[config.mk]
export PLATFORM = sky130hd
export DESIGN_NAME = mc_ctrl_fsm
export DESIGN_NICKNAME = d
export VERILOG_FILES = /design/src/rtl/mc_ctrl_pkg.sv /design/src/rtl/mc_lat_counter.sv /design/src/rtl/mc_ctrl_fsm.sv
export SDC_FILE = /design/constraint.sdc
export NUM_CORES = 1
export LEC_CHECK = 0
export ABC_AREA = 1
export CORE_AREA = 2 2 46 48
export DETAILED_ROUTE_END_ITERATION = 10
export DIE_AREA = 0 0 48 50
export GPL_TIMING_DRIVEN = 0
export HOLD_SLACK_MARGIN = 0.1
export PLACE_DENSITY = 0.74
export SYNTH_ARGS = -nofsm -noshare
export SYNTH_HDL_FRONTEND = slang
export SYNTH_HIERARCHICAL = 1
export SYNTH_SLANG_ARGS = --single-unit
[constraint.sdc]
create_clock -name clk -period 1.95 [get_ports clk]
set_input_delay 0.2925 -clock clk [delete_from_list [all_inputs] [get_ports clk]]
set_output_delay 0.2925 -clock clk [all_outputs]
set_load 0.02 [all_outputs]
[src/rtl/mc_ctrl_pkg.sv]
// Shared definitions for the multi-cycle controller: state encodings and
// default multiplier latency.
package mc_ctrl_pkg;

   localparam int MUL_LAT_DEF = 4;

   typedef enum logic [3:0] {
      FETCH    = 4'd0,
      DECODE   = 4'd1,
      MEMADR   = 4'd2,
      MEMRD    = 4'd3,
      MEMWB    = 4'd4,
      MEMWR    = 4'd5,
      EXECUTER = 4'd6,
      EXECUTEI = 4'd7,
      ALUWB    = 4'd8,
      BRANCH   = 4'd9,
      UNKNOWN  = 4'd10,
      MULEX    = 4'd11,
      MULWB    = 4'd12
   } state_t;

endpackage

[src/rtl/mc_lat_counter.sv]
// Loadable down-counter with zero flag; times the multiplier execute phase.
module mc_lat_counter #(
   parameter int W = 3
) (
   input  logic         clk,
   input  logic         reset,
   input  logic         i_load,
   input  logic [W-1:0] i_load_val,
   input  logic         i_dec,
   output logic [W-1:0] o_count,
   output logic         o_zero
);

   logic [W-1:0] r_count;

   always_ff @(posedge clk or posedge reset) begin
      if (reset)
         r_count <= '0;
      else if (i_load)
         r_count <= i_load_val;
      else if (i_dec && (r_count != '0))
         r_count <= r_count - 1'b1;
   end

   assign o_count = r_count;
   assign o_zero  = (r_count == '0);

endmodule

[src/rtl/mc_ctrl_fsm.sv]
// Multi-cycle processor main controller: registered state, combinational
// datapath controls, sticky illegal-opcode flag and a timed multiply phase.
module mc_ctrl_fsm
   import mc_ctrl_pkg::*;
#(
   parameter int MUL_LAT = MUL_LAT_DEF,
   parameter int STATE_W = 4
) (
   input  logic               clk,
   input  logic               reset,
   input  logic [1:0]         Op,
   input  logic [5:0]         Funct,
   input  logic               IsMul,
   input  logic               CondEx,
   input  logic               MemReady,
   output logic               IRWrite,
   output logic               AdrSrc,
   output logic               NextPC,
   output logic               RegW,
   output logic               MemW,
   output logic               Branch,
   output logic               ALUOp,
   output logic [1:0]         ALUSrcA,
   output logic [1:0]         ALUSrcB,
   output logic [1:0]         ResultSrc,
   output logic               MemReq,
   output logic               MulStart,
   output logic               Illegal,
   output logic [STATE_W-1:0] dbg_state
);

   localparam int CNT_W = $clog2(MUL_LAT + 1);

   state_t           r_state;
   state_t           w_next;
   logic             r_illegal;
   logic [CNT_W-1:0] w_count;
   logic             w_zero;
   logic             w_load;
   logic             w_dec;
   logic             w_unused;

   assign w_unused = ^Funct[4:1];

   always_comb begin
      w_next = FETCH;
      case (r_state)
         FETCH:    w_next = MemReady ? DECODE : FETCH;
         DECODE: begin
            if (!CondEx)
               w_next = FETCH;
            else begin
               case (Op)
                  2'b00:   w_next = Funct[5] ? EXECUTEI : (IsMul ? MULEX : EXECUTER);
                  2'b01:   w_next = MEMADR;
                  2'b10:   w_next = BRANCH;
                  default: w_next = UNKNOWN;
               endcase
            end
         end
         EXECUTER: w_next = ALUWB;
         EXECUTEI: w_next = ALUWB;
         MEMADR:   w_next = Funct[0] ? MEMRD : MEMWR;
         MEMRD:    w_next = MemReady ? MEMWB : MEMRD;
         MEMWR:    w_next = MemReady ? FETCH : MEMWR;
         MULEX:    w_next = w_zero ? MULWB : MULEX;
         default:  w_next = FETCH;
      endcase
   end

   // Counter is primed on the DECODE->MULEX edge so the first MULEX cycle holds MUL_LAT-1.
   assign w_load = (r_state == DECODE) && (w_next == MULEX);
   assign w_dec  = (r_state == MULEX) && !w_zero;

   mc_lat_counter #(.W(CNT_W)) u_lat (
      .clk        (clk),
      .reset      (reset),
      .i_load     (w_load),
      .i_load_val (CNT_W'(MUL_LAT - 1)),
      .i_dec      (w_dec),
      .o_count    (w_count),
      .o_zero     (w_zero)
   );

   always_ff @(posedge clk or posedge reset) begin
      if (reset) begin
         r_state   <= FETCH;
         r_illegal <= 1'b0;
      end else begin
         r_state <= w_next;
         if (r_state == UNKNOWN)
            r_illegal <= 1'b1;
      end
   end

   always_comb begin
      IRWrite   = 1'b0;
      AdrSrc    = 1'b0;
      NextPC    = 1'b0;
      RegW      = 1'b0;
      MemW      = 1'b0;
      Branch    = 1'b0;
      ALUOp     = 1'b0;
      ALUSrcA   = 2'b00;
      ALUSrcB   = 2'b00;
      ResultSrc = 2'b00;
      MemReq    = 1'b0;
      MulStart  = 1'b0;
      case (r_state)
         FETCH: begin
            MemReq    = 1'b1;
            IRWrite   = MemReady;
            NextPC    = MemReady;
            ALUSrcA   = 2'b01;
            ALUSrcB   = 2'b10;
            ResultSrc = 2'b10;
         end
         DECODE: begin
            ALUSrcA   = 2'b01;
            ALUSrcB   = 2'b10;
            ResultSrc = 2'b10;
         end
         EXECUTER: ALUOp = 1'b1;
         EXECUTEI: begin
            ALUOp   = 1'b1;
            ALUSrcB = 2'b01;
         end
         ALUWB:    RegW = 1'b1;
         MEMADR:   ALUSrcB = 2'b01;
         MEMRD: begin
            MemReq = 1'b1;
            AdrSrc = 1'b1;
         end
         MEMWB: begin
            RegW      = 1'b1;
            ResultSrc = 2'b01;
         end
         MEMWR: begin
            MemReq = 1'b1;
            MemW   = 1'b1;
            AdrSrc = 1'b1;
         end
         BRANCH: begin
            Branch    = 1'b1;
            ResultSrc = 2'b10;
            ALUSrcB   = 2'b01;
         end
         MULEX:    MulStart = (w_count == CNT_W'(MUL_LAT - 1));
         MULWB: begin
            RegW      = 1'b1;
            ResultSrc = 2'b11;
         end
         default: ;
      endcase
   end

   assign Illegal   = r_illegal;
   assign dbg_state = STATE_W'(r_state);

endmodule

; ---- Word-level counts from Yosys, hierarchy flattened
; Index checks and enable logic that the tools add are counted.
[totals]
register_bits = 8
in_bits = 13
output_inout_bits = 20
word_cells = 59
[classes]
addsub = 1
n_eq_ne = 16
mux = 23
n_reduce_logical = 16
[op_table]
columns = cell, n
row1 = 4-bit case mux with 7 select lines, 1
row2 = "4-bit equality test, second input constant", 6
row3 = 3-bit two-way mux, 6
row4 = "4-bit by 3-bit equality test with 1-bit output, second input constant", 4
row5 = 4-bit two-way mux, 3
row6 = 4-bit case mux with 3 select lines, 1
row7 = 3-bit OR reduction, 4
row8 = 1-bit two-way mux, 10
row9 = "4-bit by 2-bit equality test with 1-bit output, second input constant", 2
row10 = 2-bit case mux with 3 select lines, 1
row11 = 2-bit OR reduction, 3
row12 = "4-bit by 1-bit equality test with 1-bit output, second input constant", 1
row13 = 4-bit zero test, 1
row14 = 2-bit case mux with 2 select lines, 1
row15 = "3-bit by 2-bit equality test with 1-bit output, second input constant", 1
row16 = 1-bit logical AND, 3
row17 = 3-bit zero test, 1
row18 = 3-bit nonzero test, 1
row19 = "3-bit by 1-bit subtractor with 3-bit output, second input constant", 1
row20 = "2-bit by 1-bit equality test with 1-bit output, second input constant", 1
row21 = "2-bit equality test, second input constant", 1
row22 = 2-bit zero test, 1
row23 = 2-bit nonzero test, 1
row24 = 1-bit zero test, 1

; ---- Logic depth before layout (Yosys ltp)
[depth]
word_depth = 8
ltp_mapped = 14

; ---- By module
; The synthesis kept the hierarchy.
[by_module_without_submodules]
columns = module, n_inst, cells_each, area_per_inst_um2, seq_area_each_um2
row1 = mc_ctrl_fsm, 1, 81, 515.5, 125.1
row2 = mc_lat_counter, 1, 28, 196.4, 75.1

; ---- Worst setup path before layout
; Ideal clock, no wire load.
[synth_timing]
path_kind = register -> register
startpoint = register r_state[3] (netlist: dbg_state[3])
endpoint = register u_lat.r_count[1] (netlist: u_lat/o_count[1])
setup_ps = 116
arrival_ps = 1676
required_ps = 1834
slack_ps = 158
path_stages_with_launch = 11
n_path_buf = 0
cell_sequence = dfrtp_1 nor2_4 nand2_2 nor2_2 nor2_1 nand2_2 nand2_2 nor2_2 o21ai_0 nand2_1 nand2_1
[synth_via]
elab_chain_len = 6
word_cells_on_any_way = 16
cone_classes = 8 x eq/ne / 2 x mux / 6 x reduce/logical
[synth_lines]
columns = item, line_no
row1 = "start, declared", mc_ctrl_fsm.sv:34  ; state_t r_state;
row2 = "start signal, assigned", mc_ctrl_fsm.sv:90  ; r_state <= w_next;
row3 = 4-bit by 3-bit equality test with 1-bit output, mc_ctrl_fsm.sv:47  ; case (r_state)
row4 = 2-bit OR reduction (no line), n/a
row5 = 4-bit case mux with 7 select lines *, mc_ctrl_fsm.sv:47
row6 = via w_next[0], mc_ctrl_fsm.sv:35  ; state_t w_next;
row7 = 4-bit equality test *, mc_ctrl_fsm.sv:72  ; assign w_load = (r_state == DECODE) && (w_next == MULEX);
row8 = 1-bit logical AND *, mc_ctrl_fsm.sv:72
row9 = via w_load, mc_ctrl_fsm.sv:39  ; logic w_load;
row10 = 3-bit two-way mux or 2-bit nonzero test (tied branches), n/a
row11 = "end signal, assigned", mc_lat_counter.sv:20  ; r_count <= i_load_val;
row12 = "end signal, assigned", mc_lat_counter.sv:22  ; r_count <= r_count - 1'b1;
row13 = "end, declared", mc_lat_counter.sv:14  ; logic [W-1:0] r_count;
; Mark *: on every way through the listed nets, which the timed path passes. The rest lies on a longest branch.
; A chain may end at the register's enable or synchronous reset.

; ---- Worst setup path after layout
[layout_timing]
startpoint = register r_state[2] (netlist: dbg_state[2])
endpoint = output port MulStart
[layout_via]
elab_chain_len = 2
[layout_lines]
columns = item, line_no
row1 = 4-bit equality test, mc_ctrl_fsm.sv:109  ; case (r_state)
row2 = 1-bit two-way mux, mc_ctrl_fsm.sv:109
row3 = "end, declared", mc_ctrl_fsm.sv:27  ; output logic MulStart,
; No other way between the ends.

==> flow_metrics.py <==
metrics = {
    "sta": {
        "finClkSkew_ns": 0.0006455,
        "timing.final.crit_share": 0.9517,
        "setup_viol": 0,
        "period_minus_slack_ns": 1.856,
        "whs_ns": 0.2360,
        "slew_violations": 0,
        "hold_viol": 0,
        "timing.fmax_mhz": 538.9,
        "fin_ws_ns": 0.09423,
    },
    "worst_setup_path": {
        "crit_path_max_fanout": 6,
        "r2r_cells": 13,
        "slowest_stage": "dfrtp_2",
        "r2r-start": "u_lat/o_count[0]",
        "worstPathCellList": "nor2_2, nand2_1, nor3_1, dlygate4sd2_1",
        "worstSetupPathType": "reg2out",
        "setup.worst_path.start": "dbg_state[2]",
        "crit_family": "simple AND/OR/NAND/NOR gates",
        "timing.rr.end": "u_lat/o_count[2]",
        "end_kind": "output pin",
        "path_buf_inv": 1,
        "ff2ff_setup_slack_ns": 0.18,
        "critPathArrivalTime_ns": 1.56,
        "path_depth": 4,
        "startpoint_type": "flop",
        "cpPeakStageDelay_ns": 0.45,
        "required_ns": 1.66,
        "endpoint": "MulStart",
    },
    "grt": {
        "grt_usage": 0.1475,
        "use_met3": 0.02198,
        "grt_max_degree": 9,
        "grt_pass1_wl_mm": 2.635,
        "grt_use_met1": 0.1689,
        "grt_pass1_vias": 685,
        "grtUsageMet2": 0.2600,
        "grt_antenna_before_repair": 0,
        "busiest_layer": "met2",
        "overflow": 0,
    },
    "place": {
        "portBuffers": 27,
        "pre_cts_slack_ns": -0.05791,
        "dp_hpwl_mm": 1.346,
        "gp_congestion": 0.7922,
    },
    "clock_network": {
        "ctsHoldBuffers": 0,
        "cts_made_buffers": 3,
        "cts_sinks": 8,
        "htree_levels": 1,
        "clock_path_buffers": 2,
        "cts_tree": "built",
        "clk_latency_ns": 0.25,
        "root_buffer": "clkbuf_4",
        "clk_pin_slew_worst_paths_ns": 0.05,
    },
    "die": {
        "die_area_mm2": 0.002400,
        "ios": 33,
        "initial_utilization": 0.3743,
        "std_cell_rows": 16,
        "fp.coreArea_mm2": 0.001902,
        "die_h_um": 50,
        "die_w_um": 48,
    },
    "routing": {
        "totalWireLength_mm": 1.604,
        "vias": 772,
        "remaining_drc_errors": 0,
        "wl_per_cell_um": 9.435,
        "drt-initial-drc-count": 7,
        "drtAntennaViolNets": 0,
        "vias_per_cell": 4.541,
        "drt_first_pass_iters": 4,
    },
    "synthesis": {
        "synth-seq-cells": 8,
        "ys_types": 23,
        "yosys_warnings": 6,
        "synth_area_leaders": "dfrtp_1 28%, nand2_1 11%, inv_1 9.0%",
        "synth_top_area_share": 0.2812,
        "synth-seq-area-share": 0.2812,
        "netlist_area_um2": 711.9,
        "yosysTopAreaCell": "dfrtp_1",
        "syn_inst": 109,
        "syn_avg_cell_area_um2": 6.531,
    },
    "pwr": {
        "p_leak_nw": 0.5764,
        "power.density_mw_per_mm2": 1490,
        "peakVddDrop_mv": 0.5043,
    },
    "hold_path": {
        "hold_path_class": "in2async",
    },
    "finish": {
        "layout.nets": 160,
        "drive_gt1_frac": 0.2587,
        "area_growth_pct": 49.03,
        "final_core_util": 0.5579,
        "layout_commonest_cell": "nand2_1",
        "final_cell_mix": "20 x nand2_1, 17 x inv_1, 14 x clkdlybuf4s50_1",
        "antenna_cells": 0,
    },
    "flow_run": {
        "drv_cap": 0,
    },
    "status": {
        "status": "completed",
    },
}
==> report_power, final <==
group	total [mW]	internal (mW)	switching (mW)
logic	1.11	0.476	0.629
clock network	0.122	0.0701	0.0517
registers	0.353	0.246	0.107
total	1.58	0.793	0.788
==> sequential cells by signal, indices dropped and copies added, names as in the netlist <==
| register | count |
|---|---|
| Illegal | 1 |
| u_lat/o_count | 3 |
| dbg_state | 4 |
==> synth_stat cells <==
library cell	instances
nand2_1	20
inv_1	17
nor2_1	11
dfrtp_1	8
nand2_2	8
nand3_1	7
inv_2	5
nor2_2	5
o21ai_0	4
o21ai_1	4
nand3_2	3
nor3_1	3
buf_4	2
conb_1	2
ha_1	2
a211o_1	1
a21o_2	1
a21oi_1	1
clkinv_2	1
nand3b_1	1
nor2_4	1
nor3_2	1
o211ai_1	1
==> worst min path at each step <==
stage / startpoint / end / slack (ns)
after global routing: reset / u_lat/o_count[2] / 0.24
after detailed placement: Illegal / Illegal / 0.45
after global placement: Illegal / Illegal / 0.45
final: reset / u_lat/o_count[2] / 0.24
after floorplan: reset / u_lat/o_count[0] / 0.05
after CTS: reset / u_lat/o_count[2] / 0.24
==> layer usage <==
metal  share of wire  vias to the layer above
li1                -                      401
met1            0.42                      348
met5               0                        -
met2            0.53                       21
met4          0.0081                        0
met3           0.036                        2
==> cell type report <==
| type | instances | area (um2) |
|---|---|---|
| sequential | 8 | 205.2 |
| fill | 186 | 840.8 |
| inverter | 23 | 87.58 |
| buffer | 2 | 15.01 |
| clock buffer | 3 | 22.52 |
| timing repair buffer | 29 | 275.3 |
| tap | 27 | 33.78 |
| multi-input combinational | 78 | 421.7 |
==> timing repair <==
item,CTS,global route
setup endpoints to repair,12,7
buffers inserted,2,0
resized for setup,15,6
pin swaps,1,0
==> cells by family (layout without fill, tap and decap cells) <==
group,count (synthesis),count (layout),synth area share
AO/OA/AOI/OAI,12,12,0.09842
adder cells (fa/ha/maj),2,2,0.03514
buffers and inverters,25,57,0.1441
flip-flops,8,8,0.2812
other,2,4,0.01055
AND/OR/NAND/NOR,60,60,0.4306
==> through the flow <==
stage          cells  setup TNS (ns)  power (mW)  cell area [um2]
2_1_floorplan    111               0       1.022            719.4
3_3_place_gp     165        -0.05237       1.463             1023
3_5_place_dp     165        -0.05791       1.483             1023
4_1_cts          170               0       1.578             1049
5_1_grt          170      -0.0002848       1.717             1061
6_report         170               0       1.581             1061
Power figures use the tool's default switching activity.
